[src/rtl/scrambler_seq_ctrl_if.sv]
// Handshake and datapath bundle for scrambler_seq_ctrl.
//   start/seed/abort       : frame control from the word source side
//   in_valid/in_data/in_ready   : input word handshake, 16 bits per beat
//   lfsr_load/lfsr_serial/lfsr_out : link to the combinational LFSR step logic
//   out_valid/out_state/out_ready  : final-state handshake to the consumer
//   busy/word_cnt          : status
// slave is the controller's view; master is the view of whatever drives it.
interface scrambler_seq_ctrl_if #(
  parameter int unsigned STATE_W = 301
) ();
  logic               start;
  logic [STATE_W-1:0] seed;
  logic               abort;
  logic               in_valid;
  logic [15:0]        in_data;
  logic               in_ready;
  logic [STATE_W-1:0] lfsr_load;
  logic [15:0]        lfsr_serial;
  logic [STATE_W-1:0] lfsr_out;
  logic               out_valid;
  logic [STATE_W-1:0] out_state;
  logic               out_ready;
  logic               busy;
  logic [15:0]        word_cnt;

  modport slave (
    input  start, seed, abort, in_valid, in_data, lfsr_out, out_ready,
    output in_ready, lfsr_load, lfsr_serial, out_valid, out_state, busy, word_cnt
  );

  modport master (
    output start, seed, abort, in_valid, in_data, lfsr_out, out_ready,
    input  in_ready, lfsr_load, lfsr_serial, out_valid, out_state, busy, word_cnt
  );
endinterface

[src/rtl/scrambler_seq_ctrl.sv]
// Frame sequencer for the 301-bit, 16-bit-per-cycle LFSR scrambler datapath.
// Owns the scrambler state register: loads a seed on start, advances it by one
// datapath step per accepted input word, and presents the final state once
// FRAME_WORDS words have been consumed.
// Ports:
//   clk  : single clock, rising edge
//   rst  : asynchronous active-low reset
//   bus  : scrambler_seq_ctrl_if.slave (frame control, input/output handshakes,
//          datapath link lfsr_load/lfsr_serial/lfsr_out, busy/word_cnt status)
module scrambler_seq_ctrl #(
  parameter int unsigned FRAME_WORDS = 19,
  parameter int unsigned STATE_W     = 301
) (
  input logic                 clk,
  input logic                 rst,
  scrambler_seq_ctrl_if.slave bus
);

  localparam logic [15:0] LastWord = 16'(FRAME_WORDS - 1);

  typedef enum logic [1:0] {StIdle, StLoad, StRun, StDone} fsm_e;

  fsm_e               fsm_q;
  logic [STATE_W-1:0] lfsr_q;
  logic [15:0]        cnt_q;

  // abort outranks every transition; it clears the count but keeps lfsr_q.
  always_ff @(posedge clk or negedge rst) begin
    if (!rst) begin
      fsm_q  <= StIdle;
      lfsr_q <= '0;
      cnt_q  <= '0;
    end else if (bus.abort) begin
      fsm_q <= StIdle;
      cnt_q <= '0;
    end else begin
      unique case (fsm_q)
        StIdle: begin
          if (bus.start) begin
            lfsr_q <= bus.seed;
            cnt_q  <= '0;
            fsm_q  <= StLoad;
          end
        end
        StLoad: fsm_q <= StRun;
        StRun: begin
          if (bus.in_valid) begin
            lfsr_q <= bus.lfsr_out;
            cnt_q  <= cnt_q + 16'd1;
            if (cnt_q == LastWord) fsm_q <= StDone;
          end
        end
        StDone: begin
          if (bus.out_ready) fsm_q <= StIdle;
        end
      endcase
    end
  end

  // Handshake flags depend on registered state only (plus abort gating in_ready).
  assign bus.in_ready    = (fsm_q == StRun) && !bus.abort;
  assign bus.out_valid   = (fsm_q == StDone);
  assign bus.busy        = (fsm_q != StIdle);
  assign bus.word_cnt    = cnt_q;
  assign bus.lfsr_load   = lfsr_q;
  assign bus.lfsr_serial = bus.in_data;
  assign bus.out_state   = lfsr_q;

endmodule

[src/flat_wrapper.sv]
// flat-port wrapper written by rule: the top's interface ports become plain ports
module scrambler_seq_ctrl_flat 
#(
  parameter int unsigned FRAME_WORDS = 19,
  parameter int unsigned STATE_W     = 301
)
  (clk, rst, bus_start, bus_seed, bus_abort, bus_in_valid, bus_in_data, bus_lfsr_out, bus_out_ready, bus_in_ready, bus_lfsr_load, bus_lfsr_serial, bus_out_valid, bus_out_state, bus_busy, bus_word_cnt);
  scrambler_seq_ctrl_if #(.STATE_W(STATE_W)) bus_i ();
  input logic clk;
  input logic rst;
  input wire logic [$bits(bus_i.start)-1:0] bus_start;
  input wire logic [$bits(bus_i.seed)-1:0] bus_seed;
  input wire logic [$bits(bus_i.abort)-1:0] bus_abort;
  input wire logic [$bits(bus_i.in_valid)-1:0] bus_in_valid;
  input wire logic [$bits(bus_i.in_data)-1:0] bus_in_data;
  input wire logic [$bits(bus_i.lfsr_out)-1:0] bus_lfsr_out;
  input wire logic [$bits(bus_i.out_ready)-1:0] bus_out_ready;
  output wire logic [$bits(bus_i.in_ready)-1:0] bus_in_ready;
  output wire logic [$bits(bus_i.lfsr_load)-1:0] bus_lfsr_load;
  output wire logic [$bits(bus_i.lfsr_serial)-1:0] bus_lfsr_serial;
  output wire logic [$bits(bus_i.out_valid)-1:0] bus_out_valid;
  output wire logic [$bits(bus_i.out_state)-1:0] bus_out_state;
  output wire logic [$bits(bus_i.busy)-1:0] bus_busy;
  output wire logic [$bits(bus_i.word_cnt)-1:0] bus_word_cnt;
  assign bus_i.start = bus_start;
  assign bus_i.seed = bus_seed;
  assign bus_i.abort = bus_abort;
  assign bus_i.in_valid = bus_in_valid;
  assign bus_i.in_data = bus_in_data;
  assign bus_i.lfsr_out = bus_lfsr_out;
  assign bus_i.out_ready = bus_out_ready;
  assign bus_in_ready = bus_i.in_ready;
  assign bus_lfsr_load = bus_i.lfsr_load;
  assign bus_lfsr_serial = bus_i.lfsr_serial;
  assign bus_out_valid = bus_i.out_valid;
  assign bus_out_state = bus_i.out_state;
  assign bus_busy = bus_i.busy;
  assign bus_word_cnt = bus_i.word_cnt;
  scrambler_seq_ctrl #(.FRAME_WORDS(FRAME_WORDS), .STATE_W(STATE_W)) u_core (.clk(clk), .rst(rst), .bus(bus_i));
endmodule
[config.mk]
export PLATFORM = sky130hd
export DESIGN_NAME = scrambler_seq_ctrl_flat
export DESIGN_NICKNAME = d
export VERILOG_FILES = /design/src/rtl/scrambler_seq_ctrl_if.sv /design/src/rtl/scrambler_seq_ctrl.sv /design/src/flat_wrapper.sv
export SDC_FILE = /design/constraint.sdc
export NUM_CORES = 1
export LEC_CHECK = 0
export BUFFER_PORTS_ARGS = -buffer_cell sky130_fd_sc_hd__buf_2
export CORE_AREA = 5 5 494 496
export DETAILED_ROUTE_END_ITERATION = 8
export DIE_AREA = 0 0 499 501
export PLACE_DENSITY = 0.3
export SLEW_MARGIN = 40
export SYNTH_ARGS = -nofsm -noshare
export SYNTH_HDL_FRONTEND = slang
export SYNTH_SLANG_ARGS = --single-unit
[constraint.sdc]
create_clock -name clk -period 4.5 [get_ports clk]
set_input_delay 0 -clock clk [delete_from_list [all_inputs] [get_ports clk]]
set_output_delay 0 -clock clk [all_outputs]
set_load 0.05 [all_outputs]
==> impl_metrics.ini <==
[status]
status = completed

[routing]
wl_per_cell_um = 25.6
wirelength_mm = 167
drc_errors = 0
drtIter0Drc = 887
drt_first_pass_iters = 7
viasPerCell = 3.01
ant_nets = 0
vias = 19600

[sta]
finalCritPeriodShare_pct = 73.4
max_slew_margin_pct = 39.7
setup_violations = 0
drv_slew = 0
tns_ns = 0
hold_viol_final = 0
fin_skew_ns = 0.0476
grt_setup_unrepaired = no
fin_crit_ns = 3.30
tightestPinTransition_ns = 0.904
fmax_mhz = 303

[worst_hold_path]
hold_class = in2out

[global_route]
grt_first_pass_wirelength_mm = 209
grt_pass1_vias = 19900
grt_start_max_net_pins = 147
grt_usage_pct = 12.8
antenna_found_initial = 180
grt_overflow = 0

[place]
port_buffers = 1228
routabilityCongestion = 0.839
hpwl_mm = 145
dp_cells = 5777

[die]
rows = 180
ios = 1261
dieHeight_um = 501
dieArea_sq_um = 250000
coreArea_sq_um = 239000
initial_core_util_pct = 7.14
fp.dieW_um = 499

[critical_path]
start_kind = flip-flop
crit_required_ns = 5.07
cp_cell_sequence = inv_1 > ha_4 > buf_12 > mux2i_1 > dlygate4sd3_1 > a21oi_1 > dlygate4sd3_1
critPathKind = reg2reg
crit_top_cell = dlygate4sd3_1
rrSetupSlack_ns = 1.20
crit_fanout = 65
critPathSlowestCell = ha_4
crit_path_end_kind = flip-flop
cp.arrival_ns = 3.87
slowest_delay_ns = 0.59

[clock_network]
root_buffer = clkbuf_16
cts.path.max_buffers = 3
cts_inserted_buffers = 50
cts_tree = built
htree_levels = 2
clk_pin_slew_ns = 0.06
cts_sinks = 319
cts_resized = 0
clk_latency_ns = 0.69

[synth]
netlist_top_cells_count = 319 x dfrtp_1, 317 x buf_4, 316 x a21oi_1, 303 x nor2_1, 302 x mux2i_1
yosysMostFrequentCell = dfrtp_1
yosys_most_used_dff = dfrtp_1
synth_nets = 2379
synth.ff_latch_count = 319
synthDistinctLibCells = 32
synth_seq_area_share_pct = 46.7
yosys.area.top_type = dfrtp_1
synthTopCellsByArea = dfrtp_1 47%, mux2i_1 18%, buf_4 14%, a21oi_1 9.3%, nor2_1 6.7%
ys_async_sr_fraction_pct = 100
syn_inst = 1750
synth.avg_cell_area_sq_um = 9.76
synth_edf_count = 0
synth_top_area_share_pct = 46.7
syn_area_sq_um = 17100
yosys_warnings = 0

[layout]
drive_above_1_share_pct = 40.9
stdcell_count = 6513
syn2layout_area_growth_pct = 92.1
nets = 3885

[power_and_ir_drop]
internal_power_w = 0.0107
powerDensity_nw_per_um2 = 858
p_sw_w = 0.0175
p_comb_share_pct = 65.0
clkPwrFrac_pct = 15.1
p_seq_share_pct = 19.9
switching_share_pct = 62.2
irDropWorstVdd_mv = 0.510
p_leak_nw = 13.6

[flow_run]
cap_viol_max_count = 0
-- power groups by stage --
stage	logic [W]	clock network [W]	registers, W
final	0.0183	0.00425	0.00561
after detailed placement	0.0177	0	0.00567
after global routing	0.0192	0.00455	0.00582
after CTS	0.0187	0.00450	0.00565
after global placement	0.0177	0	0.00561
after floorplan	0.00909	0	0.00971
-- per-stage QoR --
step	setup slack [ns]	area, sq um	power (W)	utilization (%)	hold WS [ns]
floorplan	2.40	17100	0.0188	-	-0.296
global placement	1.62	24900	0.0233	10.4	0.000341
detailed placement	1.65	24900	0.0233	10.4	-0.0428
CTS	1.11	32700	0.0288	13.7	0.000341
global route	1.01	32800	0.0296	13.7	0.000105
finish	1.20	32800	0.0282	13.7	0.0000809
-- final timing paths --
kind | from | to | depth (start not counted)
max in group asynchronous | rst | u_core.bus.lfsr_load[17] | 5
setup / recovery | u_core.fsm_q[0] | u_core.bus.lfsr_load[117] | 7
setup reg to reg | u_core.fsm_q[0] | u_core.bus.lfsr_load[117] | 7
hold reg to reg | u_core.bus.lfsr_load[116] | u_core.bus.lfsr_load[116] | 2
hold / removal | bus_in_data[11] | bus_lfsr_serial[11] | 0
min in group asynchronous | rst | u_core.bus.word_cnt[8] | 4
-- flip-flops by register name (all words and copies together), names as in the netlist --
register / count
u_core.fsm_q: 2
u_core.bus.word_cnt: 16
u_core.bus.lfsr_load: 301
-- critical path, delay by kind of cell (launching register included) --
kind / cells / cell delay, ns
buffers and inverters: 4 / 1.82
flip-flops: 1 / 0.47
AO/OA/AOI/OAI: 1 / 0.06
multiplexers: 1 / 0.23
adder cells (fa/ha/maj): 1 / 0.59
-- cell families after synthesis --
group / Yosys count / share of synthesized area, %
muxes: 302 / 17.7
buffers and inverters: 429 / 16.5
and+or+nand+nor: 358 / 8.65
adders and majority gates: 5 / 0.366
DFF: 319 / 46.7
AOI/OAI and AO/OA: 337 / 10.1
-- repair_timing --
action                                 CTS  global route
hold buffers                           612             0
setup buffers                            0             0
endpoints found under the hold margin  555             0
-- metal layers --
layer,track usage (%),wire length (um)
met5,0,498
met4,3.32,5170
met3,7.91,24200
met2,20.0,72400
met1,14.6,64600
-- final cells by class --
class | count | area (sq um)
fill | 27500 | 206000
timing repair buffer | 1875 | 12700
sequential | 319 | 7980
multi-input combinational | 1002 | 6310
tap | 3185 | 3990
clock buffer | 72 | 1440
clock inverter | 18 | 269
antenna | 34 | 85.1
inverter | 8 | 30.0
-- placed cells by master, fill, tap and decap left out, types with 10 or more instances in the layout --
cell,netlist,final
buf_4,317,22
mux2i_1,302,302
clkbuf_8,0,11
dlygate4sd3_1,0,611
nor2_1,303,303
a21oi_1,316,316
dfrtp_1,319,319
diode_2,0,34
buf_2,9,1227
buf_12,0,13
clkbuf_1,76,11
clkbuf_16,0,50
nand2_1,10,10
(Power assumes the default switching activity.)
